--- config.mk ---
export PLATFORM = sky130hd
export DESIGN_NAME = multi_divclk
export DESIGN_NICKNAME = d
export VERILOG_FILES = /design/src/rtl/multi_divclk.sv
export SDC_FILE = /design/constraint.sdc
export NUM_CORES = 1
export LEC_CHECK = 0
export BUFFER_PORTS_ARGS = -buffer_cell sky130_fd_sc_hd__buf_2
export CAP_MARGIN = 20
export CORE_AREA = 2 2 229 141
export DETAILED_ROUTE_END_ITERATION = 10
export DIE_AREA = 0 0 231 143
export GPL_TIMING_DRIVEN = 0
export SLEW_MARGIN = 20
export SYNTH_ARGS = -nofsm -noshare
export SYNTH_HDL_FRONTEND = slang
export SYNTH_SLANG_ARGS = --single-unit
--- constraint.sdc ---
create_clock -name clk_in -period 3.2 [get_ports clk_in]
set_input_delay 0.32 -clock clk_in [delete_from_list [all_inputs] [get_ports clk_in]]
set_output_delay 0.32 -clock clk_in [all_outputs]
set_load 0.005 [all_outputs]
--- src/rtl/multi_divclk.sv ---
// ============================================================================
// Module   : multi_divclk
// Purpose  : N_CH independent programmable clock dividers (pulse/square) with
//            shadowed divisor/mode reloads applied on period boundaries.
//            Optional global phase-align input enabled by MULTI_DIVCLK_SYNC_EN.
// Revision : 1.0 - initial release
// ============================================================================
`default_nettype none

module multi_divclk #(
    parameter int BIT_SZ = 16,
    parameter int N_CH   = 4
) (
    input  logic                   clk_in,
    input  logic                   rst_n,
    input  logic [N_CH-1:0]        en,
    input  logic [N_CH-1:0]        mode,
    input  logic [N_CH*BIT_SZ-1:0] k_flat,
    input  logic [N_CH-1:0]        k_load,
    output logic [N_CH-1:0]        clk_out,
    output logic [N_CH-1:0]        done
`ifdef MULTI_DIVCLK_SYNC_EN
    ,
    input  logic                   sync_in
`endif
);

    localparam logic [BIT_SZ-1:0] c_K_RESET = {BIT_SZ{1'b1}};
    localparam logic [BIT_SZ-1:0] c_ONE     = BIT_SZ'(1);

    logic w_sync;

`ifdef MULTI_DIVCLK_SYNC_EN
    assign w_sync = sync_in;
`else
    assign w_sync = 1'b0;
`endif

    for (genvar ch = 0; ch < N_CH; ch++) begin : g_ch
        logic [BIT_SZ-1:0] r_count;
        logic [BIT_SZ-1:0] r_k_act;
        logic [BIT_SZ-1:0] r_k_shd;
        logic              r_mode_act;
        logic              r_mode_shd;
        logic              r_pend;
        logic              r_clk_out;
        logic              r_done;

        logic              w_boundary;
        logic              w_idle;
        logic [BIT_SZ-1:0] w_k_eff;
        logic              w_mode_eff;

        // Settings that take effect at this edge if the shadow is pending.
        assign w_k_eff    = r_pend ? r_k_shd    : r_k_act;
        assign w_mode_eff = r_pend ? r_mode_shd : r_mode_act;
        assign w_idle     = w_sync || !en[ch];
        assign w_boundary = en[ch] && (r_count == '0);

        always_ff @(posedge clk_in or negedge rst_n) begin
            if (!rst_n) begin
                r_count    <= '0;
                r_k_act    <= c_K_RESET;
                r_k_shd    <= c_K_RESET;
                r_mode_act <= 1'b0;
                r_mode_shd <= 1'b0;
                r_pend     <= 1'b0;
                r_clk_out  <= 1'b0;
                r_done     <= 1'b0;
            end else begin
                if (w_idle || w_boundary) begin
                    r_k_act    <= w_k_eff;
                    r_mode_act <= w_mode_eff;
                    r_pend     <= 1'b0;
                end

                if (w_idle) begin
                    r_count   <= '0;
                    r_clk_out <= 1'b0;
                    r_done    <= 1'b0;
                end else if (w_boundary) begin
                    r_count   <= w_k_eff;
                    r_clk_out <= w_mode_eff ? ~r_clk_out : 1'b1;
                    r_done    <= 1'b1;
                end else begin
                    r_count   <= r_count - c_ONE;
                    r_clk_out <= r_mode_act ? r_clk_out : 1'b0;
                    r_done    <= 1'b0;
                end

                // A load landing on a boundary re-arms the shadow for the next one.
                if (k_load[ch]) begin
                    r_k_shd    <= k_flat[ch*BIT_SZ +: BIT_SZ];
                    r_mode_shd <= mode[ch];
                    r_pend     <= 1'b1;
                end
            end
        end

        assign clk_out[ch] = r_clk_out;
        assign done[ch]    = r_done;
    end

endmodule

`default_nettype wire

Yosys cells after proc, flatten, opt, wreduce, memory -nomap -nowiden
Index checks and enable logic that the tools add are counted.

word-level totals
  register bits after elaboration = 212
  input bits = 78
  word-level logic and storage cells = 112

operators by class
  $add $sub $neg = 4
  eq/ne operators = 4
  muxes and demuxes = 48
  bitwise gates (word level) = 4
  reductions and logical operators = 20

operators with widths
  operator                 number
  $mux W16                 12
  $logic_not A16 Y1        4
  $sub A16 B1 Y16 const B  4
  $mux W1                  36
  $ne A3 B2 Y1 const B     4
  $reduce_bool A2 Y1       4
  $logic_and A1 B1 Y1      4
  $logic_not A1 Y1         4
  $logic_or A1 B1 Y1       4
  $not A1 Y1               4

Depth between registers and ports, before layout
Gate-level depths: netlist (run 1).

  depth after elaboration = 5
  gate-level depth with buffers = 8

Worst setup path after synthesis (run 1)
OpenSTA, ideal clock, no wires.

  path kind = flip-flop to flip-flop
  from = register g_ch[1].r_count[0]
  to = register g_ch[1].r_clk_out
  data arrival time = 2134 ps
  slack = 926 ps
  stages on the path, launching flop included = 8
  path buffers = 1
  clock period less this slack = 2274 ps
  cell sequence = dfrtp_1 -> inv_1 -> ha_1 -> or3b_1 -> or4b_4 -> buf_6 -> a2111oi_0 -> a211oi_1

between the ends
  word-level cells in the longest chain between the ends = 4
  elaborated cells between the ends (all ways) = 5
  classes of those cells = eq/ne: 1; mux: 2; reduce/logical: 2

ends and longest elaborated chain
  item                      line  source
  start: declaration        40    logic [BIT_SZ-1:0] r_count;
  start signal: assignment  82    r_count <= w_k_eff;
  start signal: assignment  86    r_count <= r_count - c_ONE;
  $logic_not A16 Y1 *       58    assign w_boundary = en[ch] && (r_count == '0);
  $logic_and A1 B1 Y1 *     58
  $mux W1                   81    end else if (w_boundary) begin
  $mux W1                   77    if (w_idle) begin
  end signal: assignment    83    r_clk_out <= w_mode_eff ? ~r_clk_out : 1'b1;
  end signal: assignment    87    r_clk_out <= r_mode_act ? r_clk_out : 1'b0;
  end: declaration          46    logic r_clk_out;

Mark *: on every way between the ends. The rest lies on a longest branch, timed or not.
A chain may end at the register's enable or synchronous reset.

Final worst setup path (run 1)
  from = register g_ch[3].r_count[0]
  to = register g_ch[3].r_mode_act

between the ends
  word-level cells in the longest chain between the ends = 3

ends and longest elaborated chain
  item                      line  source
  start: declaration        40
  start signal: assignment  82
  start signal: assignment  86
  $logic_not A16 Y1         58
  $logic_and A1 B1 Y1       58
  $logic_or A1 B1 Y1        71    if (w_idle || w_boundary) begin
  end signal: assignment    73    r_mode_act <= w_mode_eff;
  end: declaration          43    logic r_mode_act;

No other way between the ends.

==> flow_metrics.env, run 1 <==
export IMPL_min_to="g_ch[1].r_k_shd[3]"
export IMPL_htreeDepth=1
export IMPL_met2_usage_pct=22.2
export IMPL_fin_skew_ps=20.3
export IMPL_synth_top_family_by_area="compound AO/OA/AOI/OAI gates"
export IMPL_cp_max_fo=10
export IMPL_root_buffer="clkbuf_16"
export IMPL_num_io_pins=86
export IMPL_drt_iter0_drc=620
export IMPL_place_area_mm2=0.0117
export IMPL_ctsResizeCount=0
export IMPL_overflow=0
export IMPL_die_x_um=231
export IMPL_arrival_ps=3260
export IMPL_fin_crit_sh_pct=89.9
export IMPL_clock_path_buffers=3
export IMPL_ir_drop_mv=0.373
export IMPL_avgRoutedWirePerCell_um=17.9
export IMPL_tightestPinTransition_ps=1040
export IMPL_row_count=50
export IMPL_finalHoldViolCount=0
export IMPL_ys_types=62
export IMPL_nets=1184
export IMPL_top_usage_layer="met1"
export IMPL_synthMuxAreaShare_pct=7.59
export IMPL_hold_depth=2
export IMPL_port_buffers=79
export IMPL_synthCells=996
export IMPL_area_growth_pct=16.5
export IMPL_synthSimpleGateAreaFrac_pct=15.7
export IMPL_maxClockFrequency_mhz=348
export IMPL_path_clk_slew_ps=70
export IMPL_layout_common_cells="dfstp_2 (128), nand2_1 (105), o211ai_1 (99)"
export IMPL_syn_nets=1078
export IMPL_ys_seq_area_share_pct=51.2
export IMPL_post_route_util_pct=40.4
export IMPL_clock_sinks=212
export IMPL_synth_edf_count=0
export IMPL_final_common_cell="dfstp_2"
export IMPL_gr_usage_met1_pct=27.8
export IMPL_async_flop_share_pct=100
export IMPL_fillers=3015
export IMPL_maxSlewViolCount=0
export IMPL_power_density_mw_per_mm2=939
export IMPL_initial_utilization_pct=34.7
export IMPL_max_cap_violations=0
export IMPL_synth_xor_area_share_pct=3.20
export IMPL_via_count=8380
export IMPL_slew_headroom_pct=30.3
export IMPL_rrSetupSlack_ps=320
export IMPL_outcome="complete, no violations"
export IMPL_start_kind="register"
export IMPL_drc=0
export IMPL_timing_rr_start="g_ch[3].r_count[0]"
export IMPL_whs_ps=24.7
export IMPL_clk_latency_ps=520
export IMPL_synth_area_mm2=0.0107
export IMPL_finalWirelength_um=27400
export IMPL_grt_pass1_vias=8067
export IMPL_dieArea_mm2=0.0330
export IMPL_ys_warnings_count=0
export IMPL_p_leak_nw=4.82
export IMPL_endpoint_kind="register"
export IMPL_dp_hpwl_um=19400
export IMPL_grt_use_total_pct=16.9
export IMPL_antenna_left=0
export IMPL_grt_use_met3_pct=3.43
export IMPL_ys_ff_latch=212
export IMPL_grt_pass1_wl_um=45100
export IMPL_synthFlopType="dfstp_2"
export IMPL_min_period_ps=2880
export IMPL_cts_tree="built"
export IMPL_drive_above_1_share_pct=30.6
export IMPL_core_region_area_mm2=0.0308
export IMPL_vias_per_cell=5.46
export IMPL_place_congestion=0.825
export IMPL_crit_required_ps=3580
export IMPL_rsz0062_at_grt="false"
export IMPL_antenna_found_initial=2
export IMPL_synth_compound_area_share_pct=17.9
export IMPL_dr_pass1_iters=5
export IMPL_r2r_cells=7
export IMPL_cts_buffers=22
export IMPL_hold_path_class="in -> reg"
export IMPL_grt_start_max_net_pins=80
export IMPL_synth_fa_ha_area_share_pct=0.468
export IMPL_setup_viol_count_final=0
export IMPL_crit_type="reg -> reg"
export IMPL_reg2reg_to="g_ch[3].r_mode_act"
export IMPL_hold_start="k_flat[19]"
export IMPL_fin_area_mm2=0.0124
export IMPL_dieHeight_um=143
export IMPL_avgSynthCellArea_um2=10.7
==> logic make-up after synthesis <==
| kind of cell | count (synthesis) |
|---|---|
| XOR/XNOR | 39 |
| multiplexers | 72 |
| AND/OR/NAND/NOR | 315 |
| AO/OA/AOI/OAI | 257 |
| adder cells (fa/ha/maj) | 4 |
| flip-flops | 212 |
| buffers and inverters | 97 |
==> per-layer routing <==
layer / vias up / wire, µm
met5: - / 0
met4: 0 / 462
met3: 31 / 1670
met2: 264 / 10800
met1: 4141 / 14400
li1: 3944 / -
==> Yosys cell counts (4+ instances only) <==
master | number | area (µm²)
xor2_1 | 27 | 236
nand3_1 | 19 | 95.1
nor2_1 | 18 | 67.6
nand2b_1 | 51 | 319
nor4_1 | 13 | 81.3
nor2b_1 | 19 | 119
o311ai_0 | 16 | 140
ha_1 | 4 | 50.1
o311a_1 | 5 | 50.1
mux2_2 | 72 | 811
nand4_1 | 15 | 93.8
nand4b_1 | 4 | 35.0
and2_1 | 7 | 43.8
o21ai_0 | 10 | 50.1
o211ai_1 | 99 | 743
o31ai_1 | 8 | 60.1
a211oi_1 | 23 | 173
xnor2_1 | 12 | 105
clkbuf_1 | 63 | 236
o41ai_1 | 6 | 52.6
buf_2 | 5 | 25.0
buf_4 | 8 | 60.1
nand2_1 | 105 | 394
nor3_1 | 27 | 135
a311oi_1 | 25 | 219
a21oi_1 | 34 | 170
a31oi_1 | 9 | 56.3
dfstp_2 | 128 | 3360
inv_1 | 14 | 52.6
or4_1 | 7 | 52.6
dfrtp_1 | 84 | 2100
or3_1 | 10 | 62.6
nor3b_1 | 5 | 37.5
a2111oi_0 | 5 | 43.8
==> per-stage QoR <==
| step | total power, mW | worst slack (ps) | TNS, ps | std cells |
|---|---|---|---|---|
| after detailed placement | 8.87 | 398 | 0 | 1493 |
| after floorplan | 7.57 | 926 | 0 | 996 |
| after global routing | 12.5 | 89.4 | 0 | 1535 |
| after global placement | 8.77 | -2000 | -247300 | 1491 |
| final | 11.7 | 323 | 0 | 1535 |
| after CTS | 11.7 | 382 | 0 | 1534 |
==> worst max-delay path by stage <==
stage,from,endpoint,cells after the start
2_1_floorplan,g_ch[1].r_count[0],g_ch[1].r_clk_out,7
3_3_place_gp,rst_n,g_ch[0].r_pend,1
3_5_place_dp,g_ch[3].r_count[0],g_ch[3].r_mode_act,7
4_1_cts,g_ch[1].r_count[0],g_ch[1].r_k_act[13],7
5_1_grt,g_ch[3].r_count[0],g_ch[3].r_count[6],7
6_report,g_ch[3].r_count[0],g_ch[3].r_mode_act,7
==> state kept, by name, indices dropped and copies added, names as in the netlist <==
register	count
g_ch.r_clk_out	4
g_ch.r_k_shd	64
g_ch.r_mode_act	4
g_ch.r_pend	4
g_ch.r_mode_shd	4
g_ch.r_done	4
g_ch.r_count	64
g_ch.r_k_act	64
==> cell type report <==
cell class	instances	area [µm²]	share of cell area, %
clock inverter	5	100	0.804
buffer	81	363	2.91
multi-input combinational	687	4800	38.5
sequential	212	5470	43.9
clock buffer	35	671	5.39
tap	416	520	4.18
inverter	16	60.1	0.482
antenna	1	2.50	0.0201
timing repair buffer	82	470	3.78
==> worst max-delay path, cell delays in order, from the launching register on <==
cell	delay [ps]
dfrtp_1	430
inv_1	80
ha_1	230
nor3b_1	370
nand4_1	400
nor2_1	550
clkbuf_1	500
o211ai_1	170
==> report_power, final <==
part | switching (mW) | internal [mW]
clock | 1.10 | 1.68
combinational | 2.72 | 1.68
sequential | 0.633 | 3.88
==> what timing repair did <==
action | CTS | global route
hold buffers | 1 | 0
hold endpoints to repair | 23 | 0
setup buffers | 0 | 0
Power figures use the tool's default switching activity.
==> run 2, diff against run 1 <==
--- a/config.mk
+++ b/config.mk
@@ -11,6 +11,7 @@
 export DETAILED_ROUTE_END_ITERATION = 10
 export DIE_AREA = 0 0 231 143
 export GPL_TIMING_DRIVEN = 0
+export MAX_ROUTING_LAYER = met4
 export SLEW_MARGIN = 20
 export SYNTH_ARGS = -nofsm -noshare
 export SYNTH_HDL_FRONTEND = slang
==> run 2 against run 1 <==
Maximum frequency about the same. Routed wire length down 0.16%. Count of clock-buffer cells in the layout stayed put. Combinational power barely moved. Setup slack lost 1.1 ps. Die area unchanged. Flip-flop and latch count is the same. Register-to-register slack barely moved. Utilization is the same. Final area unchanged. Critical path depth is the same. Critical path type unchanged.
==> flow_metrics.env, run 2 (synthesis results as in run 1) <==
export IMPL_ctsHoldBuffers=1
export IMPL_core_region_area_mm2=0.0308
export IMPL_place_congestion=0.838
export IMPL_crit_type="reg -> reg"
export IMPL_ir_drop_mv=0.374
export IMPL_arrival_ps=3260
export IMPL_cp_max_fo=10
export IMPL_outcome="complete, no violations"
export IMPL_dieHeight_um=143
export IMPL_p_leak_nw=4.82
export IMPL_clk_latency_ps=520
export IMPL_drive_above_1_share_pct=30.6
export IMPL_tightestPinTransition_ps=1100
export IMPL_fin_skew_ps=19.0
export IMPL_finalWirelength_um=27400
export IMPL_r2r_cells=7
export IMPL_avgRoutedWirePerCell_um=17.8
export IMPL_reg_top3="g_ch.r_count: 64 flops, g_ch.r_k_act: 64 flops, g_ch.r_k_shd: 64 flops"
export IMPL_clock_path_buffers=3
export IMPL_grt_pass1_wl_um=45100
export IMPL_dieArea_mm2=0.0330
export IMPL_crit_required_ps=3580
export IMPL_rsz0062_at_grt="false"
export IMPL_antenna_left=0
export IMPL_dr_pass1_iters=6
export IMPL_drt_iter0_drc=554
export IMPL_row_count=50
export IMPL_grt_start_max_net_pins=80
export IMPL_setup_viol_count_final=0
export IMPL_post_cts_buffers=0
export IMPL_start_kind="register"
export IMPL_cp_num_cells=7
export IMPL_min_period_ps=2880
export IMPL_fin_crit_sh_pct=89.9
export IMPL_initial_utilization_pct=34.7
export IMPL_htreeDepth=1
export IMPL_die_x_um=231
export IMPL_grt_pass1_vias=8076
export IMPL_slowest_delay_ps=540
export IMPL_overflow=0
export IMPL_cp_top_family="simple AND/OR/NAND/NOR gates"
export IMPL_num_io_pins=86
export IMPL_maxClockFrequency_mhz=348
export IMPL_layout_common_cells="dfstp_2 (128), nand2_1 (105), o211ai_1 (99)"
export IMPL_final_common_cell="dfstp_2"
export IMPL_nets=1184
export IMPL_post_route_util_pct=40.4
export IMPL_endpoint_kind="register"
export IMPL_area_growth_pct=16.5
export IMPL_clock_sinks=212
export IMPL_slew_headroom_pct=25.9
export IMPL_vias_per_cell=5.46
export IMPL_antenna_found_initial=2
export IMPL_root_buffer="clkbuf_16"
export IMPL_path_clk_slew_ps=70
export IMPL_dp_hpwl_um=19400
export IMPL_cts_tree="built"
export IMPL_port_buffers=79
export IMPL_finalHoldViolCount=0
export IMPL_cts_buffers=22
export IMPL_max_cap_violations=0
export IMPL_cp_slowest_cell="nor2_1"
export IMPL_ctsResizeCount=0
export IMPL_grt_use_total_pct=17.4
export IMPL_cp_cell_sequence="inv_1 > ha_1 > nor3b_1 > nand4_1 > nor2_1 > clkbuf_1 > o211ai_1"
export IMPL_cp_num_buf_inv=2
export IMPL_via_count=8375
export IMPL_hold_depth=2
export IMPL_power_mw=11.7
export IMPL_drc=0
export IMPL_power_density_mw_per_mm2=939
export IMPL_hold_path_class="in -> reg"
export IMPL_maxSlewViolCount=0
-- run 2: worst paths after layout --
path                                     start                   to  slack [ps]
max                         g_ch[3].r_count[0]   g_ch[3].r_mode_act         320
min                                 k_flat[19]   g_ch[1].r_k_shd[3]          30
max reg2reg                 g_ch[3].r_count[0]   g_ch[3].r_mode_act         320
min reg2reg                g_ch[3].r_k_act[13]  g_ch[3].r_k_act[13]         500
max in group asynchronous                rst_n  g_ch[0].r_k_act[10]        2070
min in group asynchronous                rst_n   g_ch[1].r_count[8]         320
-- run 2: area by class of cell --
| class | count | area [µm²] |
|---|---|---|
| plain buffers | 81 | 363 |
| clock inverters | 5 | 100 |
| well taps | 416 | 520 |
| multi-input cells | 687 | 4800 |
| repair buffers | 82 | 470 |
| diodes | 1 | 2.50 |
| clock buffers | 35 | 671 |
| fillers | 3015 | 18300 |
| inverters | 16 | 60.1 |
| flip-flops and latches | 212 | 5470 |
-- run 2: metrics by stage --
step	cells	TNS (ps)	hold WS, ps	cell area, µm²	setup slack [ps]
after global routing	1535	0	9.24	12400	89.4
after global placement	1491	-247300	488	11600	-2000
after floorplan	996	0	24.4	10700	926
after CTS	1534	0	2.97	12400	382
final	1535	0	25.0	12400	322
after detailed placement	1493	0	279	11700	398
-- run 2: per-layer routing --
layer / vias to the layer above / track usage, % / part of all wire [%]
met5: - / - / 0
met4: 0 / 3.36 / 1.7
met3: 36 / 3.39 / 5.5
met2: 242 / 22.3 / 39
met1: 4149 / 27.6 / 54
li1: 3948 / - / -
-- run 2: report_power, final --
| group | total [mW] | switching, mW | internal [mW] |
|---|---|---|---|
| logic | 4.41 | 2.73 | 1.68 |
| registers | 4.51 | 0.631 | 3.88 |
| clock network | 2.77 | 1.10 | 1.68 |
| total | 11.7 | 4.46 | 7.23 |
